--- src/rtl/bcd_display_scanner.sv ---
// Binary-to-BCD converter (sequential double-dabble) feeding a multiplexed
// digit scanner with optional leading-zero blanking for a seven-segment display.
module bcd_display_scanner #(
    parameter int unsigned BIN_WIDTH     = 16,
    parameter int unsigned NUM_DIGITS    = 5,
    parameter int unsigned SCAN_DIV      = 50000,
    parameter int unsigned BLANK_LEADING = 1
) (
    input  logic                    clk,
    input  logic                    reset,
    input  logic [BIN_WIDTH-1:0]    value,
    input  logic                    load,
    output logic                    ready,
    output logic                    done,
    output logic [4*NUM_DIGITS-1:0] digits,
    output logic [3:0]              bcd,
    output logic [NUM_DIGITS-1:0]   digit_sel,
    output logic                    blank
);

    localparam int unsigned BCD_W = 4 * NUM_DIGITS;
    localparam int unsigned CNT_W = (BIN_WIDTH > 1) ? $clog2(BIN_WIDTH) : 1;
    localparam int unsigned PRE_W = (SCAN_DIV > 1) ? $clog2(SCAN_DIV) : 1;
    localparam int unsigned IDX_W = (NUM_DIGITS > 1) ? $clog2(NUM_DIGITS) : 1;

    // True when 10^NUM_DIGITS > 2^BIN_WIDTH, i.e. floor(2^BIN_WIDTH / 10^NUM_DIGITS) == 0.
    function automatic bit range_ok();
        logic [1024:0] lim;
        lim            = '0;
        lim[BIN_WIDTH] = 1'b1;
        for (int i = 0; i < int'(NUM_DIGITS); i++) begin
            lim = lim / 1025'd10;
        end
        return lim == '0;
    endfunction

    if (!range_ok()) begin : g_range_check
        $fatal(1, "bcd_display_scanner: NUM_DIGITS too small for BIN_WIDTH");
    end
    if (SCAN_DIV < 1) begin : g_div_check
        $fatal(1, "bcd_display_scanner: SCAN_DIV must be at least 1");
    end

    typedef enum logic [1:0] {IDLE, SHIFT, UPDATE} state_t;

    state_t               state;
    logic [BCD_W-1:0]     acc;
    logic [BCD_W-1:0]     acc_adj;
    logic [BIN_WIDTH-1:0] bin;
    logic [CNT_W-1:0]     iter;

    // Double-dabble correction: add 3 to every nibble >= 5 before the shift.
    always_comb begin
        acc_adj = acc;
        for (int i = 0; i < int'(NUM_DIGITS); i++) begin
            if (acc[4*i +: 4] >= 4'd5) begin
                acc_adj[4*i +: 4] = acc[4*i +: 4] + 4'd3;
            end
        end
    end

    // Converter FSM; ready rises one cycle after UPDATE so a new load cannot overlap done.
    always_ff @(posedge clk) begin
        if (reset) begin
            state  <= IDLE;
            ready  <= 1'b1;
            done   <= 1'b0;
            digits <= '0;
            acc    <= '0;
            bin    <= '0;
            iter   <= '0;
        end else begin
            done <= 1'b0;
            case (state)
                IDLE: begin
                    if (ready && load) begin
                        bin   <= value;
                        acc   <= '0;
                        iter  <= '0;
                        ready <= 1'b0;
                        state <= SHIFT;
                    end else begin
                        ready <= 1'b1;
                    end
                end
                SHIFT: begin
                    {acc, bin} <= {acc_adj[BCD_W-2:0], bin, 1'b0};
                    iter       <= iter + 1'b1;
                    if (iter == CNT_W'(BIN_WIDTH - 1)) begin
                        state <= UPDATE;
                    end
                end
                UPDATE: begin
                    digits <= acc;
                    done   <= 1'b1;
                    state  <= IDLE;
                end
                default: state <= IDLE;
            endcase
        end
    end

    logic [PRE_W-1:0] pre;
    logic [IDX_W-1:0] idx;

    // Free-running dwell prescaler and digit index.
    always_ff @(posedge clk) begin
        if (reset) begin
            pre <= '0;
            idx <= '0;
        end else if (pre == PRE_W'(SCAN_DIV - 1)) begin
            pre <= '0;
            idx <= (idx == IDX_W'(NUM_DIGITS - 1)) ? '0 : idx + 1'b1;
        end else begin
            pre <= pre + 1'b1;
        end
    end

    logic [3:0] nib_c;
    logic       blank_c;
    logic       upper_zero;

    // Walk from the top digit down so upper_zero covers nibbles i..NUM_DIGITS-1.
    always_comb begin
        nib_c      = 4'd0;
        blank_c    = 1'b0;
        upper_zero = 1'b1;
        for (int i = int'(NUM_DIGITS) - 1; i >= 0; i--) begin
            upper_zero = upper_zero && (digits[4*i +: 4] == 4'd0);
            if (idx == IDX_W'(i)) begin
                nib_c   = digits[4*i +: 4];
                blank_c = (BLANK_LEADING != 0) && (i != 0) && upper_zero;
            end
        end
    end

    always_ff @(posedge clk) begin
        if (reset) begin
            bcd       <= 4'd0;
            digit_sel <= NUM_DIGITS'(1);
            blank     <= 1'b0;
        end else begin
            blank     <= blank_c;
            bcd       <= blank_c ? 4'd0 : nib_c;
            digit_sel <= blank_c ? '0 : (NUM_DIGITS'(1) << idx);
        end
    end

endmodule

--- config.mk ---
export PLATFORM = sky130hd
export DESIGN_NAME = bcd_display_scanner
export DESIGN_NICKNAME = d
export VERILOG_FILES = /design/src/rtl/bcd_display_scanner.sv
export SDC_FILE = /design/constraint.sdc
export NUM_CORES = 1
export LEC_CHECK = 0
export CORE_MARGIN = 2
export CORE_UTILIZATION = 40
export CTS_CLUSTER_SIZE = 40
export DETAILED_ROUTE_END_ITERATION = 10
export HOLD_SLACK_MARGIN = 0.1
export SYNTH_ARGS = -nofsm -noshare
export SYNTH_HDL_FRONTEND = slang
export SYNTH_SLANG_ARGS = --single-unit
--- constraint.sdc ---
create_clock -name clk -period 1.78 [get_ports clk]
set_input_delay 0.356 -clock clk [delete_from_list [all_inputs] [get_ports clk]]
set_output_delay 0.356 -clock clk [all_outputs]
set_load 0.005 [all_outputs]
After elaboration in Yosys (flattened, before gate mapping) --
Cells that the tools add are included.
Storage, ports and cells: bits in registers 93, output and inout bits 32
Cells by class: $add $sub $neg 8, order comparisons 5, eq/ne operators 10, shift operators 1, mux-type cells 28, reductions and logical operators 15
Operators by type and width (number):
- 4-bit 2-to-1 mux | 10
- 20-bit case mux with 2 select lines | 1
- 16-bit case mux with 2 select lines | 1
- 4-bit by 3-bit greater-or-equal comparator with 1-bit output (second input constant) | 5
- 20-bit 2-to-1 mux | 1
- 16-bit by 1-bit adder with 16-bit output (second input constant) | 1
- 4-bit by 2-bit adder with 4-bit output (second input constant) | 4
- 16-bit == test (second input constant) | 1
- 4-bit logical NOT | 4
- 16-bit 2-to-1 mux | 1
- 1-bit 2-to-1 mux | 8
- 4-bit case mux with 2 select lines | 1
- 3-bit by 2-bit == test with 1-bit output (second input constant) | 2
- 3-bit 2-to-1 mux | 2
- 1-bit by 3-bit << shifter with 5-bit output (first input constant) | 1
- 4-bit by 1-bit adder with 4-bit output (second input constant) | 1
- 4-bit == test (second input constant) | 1
- 1-bit logical AND | 4
- 2-bit 2-to-1 mux | 2
- 2-bit != test (second input constant) | 2
- 2-bit case mux with 2 select lines | 1
- 2-bit AND reduction | 2
- 2-bit OR reduction | 2
- 3-bit by 1-bit adder with 3-bit output (second input constant) | 1
- 8 further kinds | 8

Depth between registers and ports, before layout --
word-level depth 7, gate-level depth with buffers 8, depth with buffers taken out 6

Worst setup path after synthesis --
No wires, ideal clock.
path kind register -> register, start register pre[5], end register idx[0], setup time 0.067 ns, data arrival time 1.868 ns, setup slack -0.155 ns, cell stages (with the launch flop) 6, path buffers 1, clock period less this slack 1.935 ns, cells stage by stage dfxtp_1 > or4b_1 > or4_1 > buf_2 > a211o_1 > a21oi_2
Between the ends: longest elaborated chain between the ends 1
RTL lines:
- start: declaration | line 103 | logic [PRE_W-1:0] pre;
- start signal: assignment | line 115 | pre <= pre + 1'b1;
- 16-bit == test | line 111 | end else if (pre == PRE_W'(SCAN_DIV - 1)) begin
- end signal: assignment | line 113 | idx <= (idx == IDX_W'(NUM_DIGITS - 1)) ? '0 : idx + 1'b1;
- end: declaration | line 104 | logic [IDX_W-1:0] idx;
No other way between the ends. A chain may end at the register's enable or synchronous reset.

Worst setup path in the final report --
start register pre[11], end register idx[2]
Same word-level chain as after synthesis.

==> results.cfg <==
[setup_path]
end_kind = register
crit_path_max_incr_delay_ns = 0.60
crit_required_ns = 2.07
path_buf_inv = 0
path_class = reg2reg
critPathTopFamily = simple AND/OR/NAND/NOR gates
crit_slowest_cell = or4_4
cp_max_fo = 5
crit_arrival_ns = 2.19
critPathLaunchType = register
cp_cell_sequence = or4b_1, or4_4, a211o_1, a21oi_2

[die]
fp.dieH_um = 106.4
num_io_pins = 51
die_w_um = 106.4
rows = 37
core_um2 = 10230
start_util_pct = 40.97
dieArea_um2 = 11310

[power_and_ir_drop]
ir_drop_mv = 0.3951
p_leak_nw = 2.010
p_per_area_nw_per_um2 = 710.9

[timing]
setup_viol = 17
slew_viol_final = 0
rsz0062_at_grt = true
relSlewSlack_pct = 50.78
hold_ws_ns = 0.4250
layout_setup_ws_ns = -0.1177
fin_crit_sh_pct = 106.6
tns_ns = -1.399
tightest_slew_ns = 0.7356
fin_skew_ns = 0.01112
max_freq_mhz = 527.0
min_period_ns = 1.898
hold_violations = 0

[place]
gp_congestion = 0.8088
io_buffers = 50
placed_area_um2 = 5155
place_ws_ns = -0.2054
hpwl_um = 7270

[detailed_routing]
ant_nets = 0
detail_route.wl_per_cell_um = 14.22
remaining_drc_errors = 0
firstDrtPassIters = 5
wl_um = 10370
vias_per_cell = 5.247
drt_iter0_drc = 127
vias = 3825

[clock_tree]
cts-root-buf = clkbuf_8
cts.clk_slew.worst_paths_ns = 0.08
htree_levels = 3
cts_tree = built
numCtsBuffers = 9
cts_buffer_depth = 2
clock_sinks = 93
insertion_delay_ns = 0.36

[logic_synthesis]
ys_seq_elements = 93
synth_top_cell_by_area = dfxtp_1
synth_edf_count = 0
synthArstFlopShare_pct = 0
syn_area_um2 = 4192
yosys-top-cells-count = 93 x dfxtp_1, 90 x nand2_1, 48 x nor2_1
yosysMostFrequentCell = dfxtp_1
ys_types = 42
ys_seq_area_share_pct = 44.42
synthTopCellsByArea = dfxtp_1 44%, nand2_1 8.1%, a21oi_1 5.1%
syn_avg_cell_area_um2 = 8.350
synthCells = 502
yosys_warnings = 0
synth_top_cell_area_share_pct = 44.42
syn_nets = 538
synth_ff_type = dfxtp_1

[global_route]
grt_pass1_vias = 3425
grt_max_degree = 32
globalRoute.totalOverflow = 0
grt_pass1_wl_um = 16790
grt_antenna_before_repair = 0
grt_usage_pct = 18.52

[layout]
final_core_util_pct = 54.37
fin_area_um2 = 5563
num-nets-final = 626
synthToLayoutAreaGrowth_pct = 32.72
antenna_cells = 0
final_layout_size_suffix_gt1_share_pct = 17.88
num-fill-cells = 938

[outcome]
status = complete, but fails checks
violations = negative setup slack

[run]
maxCapViolations = 0

[hold_path]
hold_path.class = in2reg
## registers in the layout, indices dropped and copies added (netlist names)
signal / count
blank: 1
idx: 3
iter: 4
ready: 1
pre: 16
bin: 16
state: 2
digits: 20
done: 1
bcd: 4
acc: 20
digit_sel: 5
## logic make-up (layout without fill, tap and decap cells)
kind of cell    after synthesis  count (layout)  share of synthesized area [%]
compound gates              100             100                          15.79
mux                           7               7                          1.702
simple gates                212             213                          23.61
xor+xnor                     23              23                          4.806
buf+inv                      50             140                          4.597
fa+ha+maj                    17              17                          5.075
flops                        93              93                          44.42
## stage by stage
stage / cells / power [mW]
global route: 729 / 4.108
finish: 729 / 3.954
CTS: 727 / 3.969
detailed placement: 713 / 2.488
floorplan: 502 / 2.373
global placement: 713 / 2.480
## layout by cell type (no fill, tap or decap), types with 3 or more instances in the layout
cell type / Yosys / routed
nand2_1: 90 / 89
a221oi_1: 4 / 4
nor4_1: 9 / 7
nand3b_1: 3 / 3
nor2_2: 0 / 4
or3_1: 4 / 4
xnor2_1: 15 / 15
o21ai_0: 13 / 13
buf_4: 1 / 54
nor2_1: 48 / 35
nand2b_1: 8 / 8
inv_1: 21 / 21
ha_1: 17 / 15
nor3_1: 9 / 9
dfxtp_2: 0 / 3
a22o_1: 12 / 12
nor4b_2: 0 / 3
xor2_1: 8 / 8
nor2_4: 0 / 9
nand3_1: 11 / 11
a311oi_1: 17 / 16
mux2i_1: 6 / 6
clkdlybuf4s50_1: 0 / 49
nor2b_1: 6 / 6
dfxtp_1: 93 / 89
a21oi_1: 43 / 42
nand4_1: 8 / 8
clkbuf_8: 0 / 9
## final timing paths
| kind | start | endpoint | slack (ns) | cells past startpoint |
|---|---|---|---|---|
| setup / recovery | pre[11] | idx[2] | -0.12 | 4 |
| hold / removal | reset | idx[0] | 0.43 | 3 |
| setup reg to reg | pre[11] | idx[2] | -0.12 | 4 |
| hold reg to reg | bin[0] | bin[0] | 0.47 | 2 |
## worst min-delay path, cell delays in order
cell     delay [ns]
buf_2          0.14
buf_4          0.21
a21oi_2        0.04
## cell type report
type | count | area [µm²] | area share [%]
multi-input cells | 360 | 2322 | 41.75
clock inverters | 4 | 73.82 | 1.327
inverters | 21 | 78.83 | 1.417
clock buffers | 10 | 127.6 | 2.294
flip-flops and latches | 93 | 1869 | 33.60
repair buffers | 105 | 920.9 | 16.55
well taps | 136 | 170.2 | 3.059
## power by group
| group | internal (mW) | switching (mW) | leakage, nW |
|---|---|---|---|
| Clock | 0.780 | 0.722 | 0.103 |
| Sequential | 2.13 | 0.0327 | 0.757 |
| Combinational | 0.121 | 0.170 | 1.15 |
| Total | 3.03 | 0.925 | 2.01 |
## per-layer routing
layer / track usage, % / part of all wire [%]
met1: 24.85 / 48
met4: 5.921 / 1.3
met3: 3.311 / 3.2
met2: 30.17 / 48
met5: 0 / 0
## what timing repair did
action,in CTS,in global routing
setup endpoints to repair,25,25
gates resized for setup,7,37
hold buffers,0,0
buffers inserted,0,1
hold endpoints to repair,0,0
cloned,0,1
pin swaps,0,17
(Power assumes the default switching activity.)
